## src/rtl/wb_regfile.sv

```systemverilog
// ---------------------------------------------------------------------------
// wb_regfile
//
// Write-back end of the pipeline. Takes the MEM/WB pipeline register outputs
// and commits them to the 31-entry general register file and the HI/LO pair.
// It also serves the two combinational read ports used by the decode stage.
//
// Same-cycle write-to-read bypass (BYPASS=1) returns the value being written
// this cycle. Decode therefore needs no separate WB forwarding path.
//
// Parameters:
//   BYPASS      1: bypass wb_* onto the GPR read ports and onto hi/lo.
//               0: read ports and hi/lo return stored values only.
//
// Ports:
//   clk         single clock; all state updates on the rising edge
//   reset       asynchronous, active-high; clears all state
//   wb_en       GPR write enable
//   wb_addr     GPR destination index (index 0 is discarded)
//   wb_data     GPR write data
//   wb_hilo_en  HI/LO write enable (HI and LO are always written together)
//   wb_hi       HI write data
//   wb_lo       LO write data
//   rd1_en      read port 1 enable
//   rd1_addr    read port 1 index
//   rd1_data    read port 1 data, combinational
//   rd2_en      read port 2 enable
//   rd2_addr    read port 2 index
//   rd2_data    read port 2 data, combinational
//   hi          current HI, combinational
//   lo          current LO, combinational
//
// Read-port contract: the outputs have no valid/ready handshake. They are
// pure functions of the current inputs and the stored state, valid whenever
// the inputs are stable.
// ---------------------------------------------------------------------------
module wb_regfile #(
   parameter bit BYPASS = 1'b1
) (
   input  logic        clk,
   input  logic        reset,
   input  logic        wb_en,
   input  logic [4:0]  wb_addr,
   input  logic [31:0] wb_data,
   input  logic        wb_hilo_en,
   input  logic [31:0] wb_hi,
   input  logic [31:0] wb_lo,
   input  logic        rd1_en,
   input  logic [4:0]  rd1_addr,
   output logic [31:0] rd1_data,
   input  logic        rd2_en,
   input  logic [4:0]  rd2_addr,
   output logic [31:0] rd2_data,
   output logic [31:0] hi,
   output logic [31:0] lo
);

   // Register 0 has no storage; the array starts at index 1.
   logic [31:0] regs [1:31];
   logic [31:0] hi_r;
   logic [31:0] lo_r;

   // A write to index 0 is discarded here, so it cannot create storage.
   logic gpr_we;
   assign gpr_we = wb_en && (wb_addr != 5'd0);

   // ------------------------------------------------------------------
   // GPR storage
   // ------------------------------------------------------------------
   always_ff @(posedge clk or posedge reset) begin
      if (reset) begin
         for (int i = 1; i < 32; i++) begin
            regs[i] <= '0;
         end
      end else if (gpr_we) begin
         regs[wb_addr] <= wb_data;
      end
   end

   // ------------------------------------------------------------------
   // HI/LO storage
   // ------------------------------------------------------------------
   always_ff @(posedge clk or posedge reset) begin
      if (reset) begin
         hi_r <= '0;
         lo_r <= '0;
      end else if (wb_hilo_en) begin
         hi_r <= wb_hi;
         lo_r <= wb_lo;
      end
   end

   // ------------------------------------------------------------------
   // Read port resolution, in priority order:
   //   reset, port disabled, index 0, bypass hit, stored value.
   // Index 0 is tested before the bypass. A write to r0 in the same cycle
   // must never leak onto a read of r0.
   // ------------------------------------------------------------------
   function automatic logic [31:0] resolve_read(
      input logic       en,
      input logic [4:0] addr
   );
      logic [31:0] val;
      val = '0;
      if (reset) begin
         val = '0;
      end else if (!en) begin
         val = '0;
      end else if (addr == 5'd0) begin
         val = '0;
      end else if (BYPASS && wb_en && (wb_addr == addr)) begin
         val = wb_data;
      end else begin
         val = regs[addr];
      end
      return val;
   endfunction

   always_comb begin
      rd1_data = '0;
      rd1_data = resolve_read(rd1_en, rd1_addr);
   end

   always_comb begin
      rd2_data = '0;
      rd2_data = resolve_read(rd2_en, rd2_addr);
   end

   // ------------------------------------------------------------------
   // HI/LO outputs: the bypass presents the pair being written this cycle.
   // ------------------------------------------------------------------
   always_comb begin
      hi = '0;
      lo = '0;
      if (reset) begin
         hi = '0;
         lo = '0;
      end else if (BYPASS && wb_hilo_en) begin
         hi = wb_hi;
         lo = wb_lo;
      end else begin
         hi = hi_r;
         lo = lo_r;
      end
   end

endmodule

```

## config.mk

```make
export PLATFORM = sky130hd
export DESIGN_NAME = wb_regfile
export DESIGN_NICKNAME = d
export VERILOG_FILES = /design/src/rtl/wb_regfile.sv
export SDC_FILE = /design/constraint.sdc
export NUM_CORES = 2
export LEC_CHECK = 0
export ABC_AREA = 0
export ABC_CLOCK_PERIOD_IN_PS = 80800
export BUFFER_PORTS_ARGS = -buffer_cell sky130_fd_sc_hd__buf_2
export CAP_MARGIN = 20
export CORE_MARGIN = 2
export CORE_UTILIZATION = 60
export DETAILED_ROUTE_END_ITERATION = 7
export GPL_TIMING_DRIVEN = 0
export PLACE_DENSITY_LB_ADDON = 0.08
export SLEW_MARGIN = 20
export SYNTH_ARGS = -nofsm -noshare
export SYNTH_HDL_FRONTEND = slang
export SYNTH_SLANG_ARGS = --single-unit
```

## constraint.sdc

```tcl
create_clock -name clk -period 80.8 [get_ports clk]
set_input_delay 8.08 -clock clk [delete_from_list [all_inputs] [get_ports clk]]
set_output_delay 8.08 -clock clk [all_outputs]
set_load 0.03 [all_outputs]
```

After elaboration in Yosys (flattened, before gate mapping)
Cells that the tools add are included.

Register bits after elaboration: 1056. Input bits: 117. Output and inout bits: 128. Logic and storage cells: 70.

$lt $le $gt $ge: 4. Eq/ne operators: 2. Multiplexer cells: 21. Bitwise operators: 3. Reduce and logical (&&, ||, !) cells: 7.

Operators by type and width (number): 992-bit bitwise mux (1); 32-bit two-way mux (17); 32-bit binary-select mux with 5-bit select (2); 32-bit demux with 5-bit select (1); 6-bit >= comparator, second input constant (3); 5-bit inverter with 6-bit output (3); 5-bit equality test (2); 5-bit zero test (2); 6-bit by 1-bit < comparator with 1-bit output, second input constant (1); 5-bit nonzero test (1); 1-bit logical AND (4).

Longest topological paths before layout
Word-level depth: 8. Mapped depth: 9. Gate-level depth less buffers: 5.

Worst setup path before layout
OpenSTA, ideal clock, no wires.

Path type: input to output. From: input reset. To: output hi[22]. Data arrival time: 41306 ps. Data required time: 72720 ps. Path slack: 31414 ps. Cell stages on the path: 3. Buffers on the path: 1. Cells stage by stage: inv_1 clkbuf_1 and2_1.

Cells in the longest elaborated chain, start to end: 1.

Ends and longest elaborated chain: start: declaration (line 41) `input logic reset,`; 32-bit two-way mux (line 135) `if (reset) begin`; end: declaration (line 54) `output logic [31:0] hi,`.

No other way between the ends.

Worst setup path in the final report
From: input rd1_addr[2]. To: output rd1_data[6].

Cells in the longest elaborated chain, start to end: 8.

Ends and longest elaborated chain: start: declaration (line 49) `input logic [4:0] rd1_addr,`; 5-bit inverter with 6-bit output (not written as such) (line 114) `val = regs[addr];`; 32-bit binary-select mux with 5-bit select (line 114); 32-bit two-way mux (not written as such) (2 in series) (line 114); 32-bit two-way mux (line 111) `end else if (BYPASS && wb_en && (wb_addr == addr)) begin`; 32-bit two-way mux (*) (line 109) `end else if (addr == 5'd0) begin`; 32-bit two-way mux (*) (line 107) `end else if (!en) begin`; 32-bit two-way mux (*) (line 105) `if (reset) begin`; end: declaration (line 50) `output logic [31:0] rd1_data,`.

Every way passes the cells marked *; elsewhere a longest branch is shown, timed or not. The select of a mux whose other input is x is not followed.

==> reports/metrics.cfg <==
[worst_setup_path]
cp-end-kind=output pin
path_class=input port to output pin
rr_endpoint=regs[154]
r2r_cells=1
worstPathBufferInverterCount=5
cp_common_cell=buf_2
worstSetupStartpointType=input port
cpMaxStageDelayCell=o21ai_0
crit_chain=buf_2 -> buf_2 -> clkbuf_1 -> inv_2 -> nand2_1 -> o22a_1 -> nand3_1 -> o21ai_0 -> buf_2
critPathRequiredTime_ns=72.72
reg2reg_slack_ns=79.93
slowest_delay_ns=0.95
crit_path_max_fanout=10
worst-path-stages=9
timing.rr.start=regs[154]
cpLargestDelayFamily=buffers and inverters
arrival_ns=12.41

[power_and_ir_drop]
total_leakage_power_nw=27.9
ir_worst_vdd_mv=0.0260
p_per_area_nw_per_um2=25.5

[synthesis]
synth_edf_count=0
synth-seq-cells=1056
ys.flop_type=dfrtp_1
syn_nets=4061
yosysSeqAreaShare=0.468
syn_inst=3944
ys_types=61
syn_avg_cell_area_um2=14.3
synth_warnings=0
synth.cell_area_um2=56500
async_flop_share=1.00

[clocking]
cts_root_buf=clkbuf_16
clk_path_buf_depth=3
cts_hold_buffers=0
cts_made_buffers=112
clock_latency_ns=0.74
path_clk_slew_ns=0.06
cts_resized=0
cts_setup_buffers=0
htree_levels=3
cts_tree=yes
clock-sinks=1056

[min_path]
min_to=lo_r[4]
min-delay-start=lo_r[4]
holdPathStages=1
hold_path.class=register to register

[route]
vias=44000
drcViolationCount=0
drt_iter0_drc=7301
drt_pass1_iterations=8
drt_wl_total_mm=254
detail-route-antenna-nets=0
avgRoutedWirePerCell_um=44.6
via_per_inst=7.73

[floorplan]
num_io_pins=245
die-area_um2=96600
die-height_um=311
design.core.area_um2=93300
std_cell_rows=112
start_util=0.605
die_w_um=311

[layout]
instances_no_fill=5695
area_delta_synth_final_pct=13.1
drive_gt1_frac=0.498
final_nets=4436
nFillCells=6782
utilization=0.684

[run_status]
status=finished, final reports clean

[global_routing]
antenna_found_initial=23
grt_max_degree=58
grt_overflow_total=0
gr-usage-all-layers=0.522
grt_first_pass_wirelength_mm=342
first_global_vias=41600

[place]
placed_cells=5458
port_buffers=233
place_congestion=1.07
dpl.hpwl_mm=183

[timing]
worstMarginPinSlew_ns=1.41
maxSlewViolCount=0
relSlewSlack=0.0615
rsz0062_at_grt=no
clock_skew_ns=0
hold_viol=0
setup_tns_ns=0
min_period_ns=20.49
setup_viol=0
post-route-period-util=0.254
hold-worst-slack_ns=0.491
fmax_mhz=48.8

[job]
maxCapViolCount=0

cell usage in the layout, fill, tap and decap left out, drive strengths merged, types with 13 or more instances in the layout:
| cell | instances |
|---|---|
| a2111oi | 15 |
| a211oi | 13 |
| a21oi | 52 |
| a221oi | 65 |
| a22o | 16 |
| a22oi | 24 |
| and2 | 71 |
| and3 | 16 |
| buf | 468 |
| clkbuf | 383 |
| clkinv | 20 |
| dfrtp | 1056 |
| diode | 29 |
| mux2 | 1144 |
| mux2i | 73 |
| mux4 | 413 |
| nand2 | 45 |
| nand2b | 13 |
| nand3 | 21 |
| nor2 | 90 |
| nor2b | 20 |
| nor3 | 57 |
| nor4 | 23 |
| o211a | 16 |
| o21ai | 75 |
| o22ai | 124 |
how the worst max path moves through the flow:
stage	slack, ns	from	end
finish	60.31	rd1_addr[2]	rd1_data[6]
global route	60.60	rd1_addr[1]	rd1_data[19]
CTS	60.89	rd1_addr[2]	rd1_data[6]
detailed placement	60.90	rd1_addr[2]	rd1_data[6]
global placement	13.47	reset	regs[59]
floorplan	30.56	reset	hi_r[0]
through the flow:
step | instance area, um2 | total power, mW | setup slack [ns]
final | 63800 | 1.63 | 60.31
after global routing | 63800 | 1.66 | 60.60
after CTS | 63700 | 1.60 | 60.89
after detailed placement | 59900 | 1.06 | 60.90
after global placement | 59200 | 1.05 | 13.47
after floorplan | 56500 | 0.938 | 30.56
flip-flops by register name, summed over array words and instances, names as in the netlist:
register,count
hi_r,32
regs,992
lo_r,32
synth_stat cells (22+ instances only):
| library cell | instances | share of area |
|---|---|---|
| mux2_2 | 1136 | 0.23 |
| dfrtp_1 | 1056 | 0.47 |
| mux4_2 | 413 | 0.16 |
| clkbuf_1 | 209 | 0.014 |
| o22ai_1 | 124 | 0.014 |
| buf_2 | 93 | 0.0082 |
| nor2_1 | 90 | 0.0060 |
| mux2i_1 | 73 | 0.013 |
| o21ai_0 | 73 | 0.0065 |
| and2_1 | 71 | 0.0079 |
| a221oi_1 | 65 | 0.010 |
| nor3_1 | 57 | 0.0051 |
| buf_1 | 54 | 0.0036 |
| a21oi_1 | 52 | 0.0046 |
| buf_4 | 45 | 0.0060 |
| nand2_1 | 45 | 0.0030 |
| a22oi_1 | 24 | 0.0032 |
| nor4_1 | 22 | 0.0024 |
metal layers:
metal | global-route usage | share of wire | vias up | routed length (um)
li1 | - | - | 16000 | -
met1 | 0.660 | 0.35 | 22600 | 88200
met2 | 0.674 | 0.39 | 4252 | 98600
met3 | 0.293 | 0.17 | 1151 | 44300
met4 | 0.363 | 0.089 | 16 | 22700
met5 | 0.00296 | 0.00043 | - | 110
logic make-up (layout without fill, tap and decap cells):
group / Yosys count / after routing / synth area share
multiplexers: 1630 / 1630 / 0.406
flip-flops: 1056 / 1056 / 0.468
AO/OA/AOI/OAI: 432 / 432 / 0.0523
buffers and inverters: 422 / 890 / 0.0354
AND/OR/NAND/NOR: 394 / 394 / 0.0368
XOR/XNOR: 10 / 10 / 0.00155
other: 0 / 29 / 0
layout make-up:
cell class                 count  area [um2]  area share
timing repair buffer         261        1860      0.0291
inverter                       2        7.51    0.000118
multi-input combinational   2466       28000       0.439
clock inverter                37         492     0.00770
clock buffer                 170        3330      0.0522
sequential                  1056       26400       0.414
tap                         1254        1570      0.0246
buffer                       420        2040      0.0319
antenna                       29        72.6     0.00114
report_power, final:
group,switching [mW],internal [mW]
clock network,0.233,0.315
logic,0.185,0.187
registers,0.0766,0.630
Note: power is estimated with default switching activity, not from simulation.
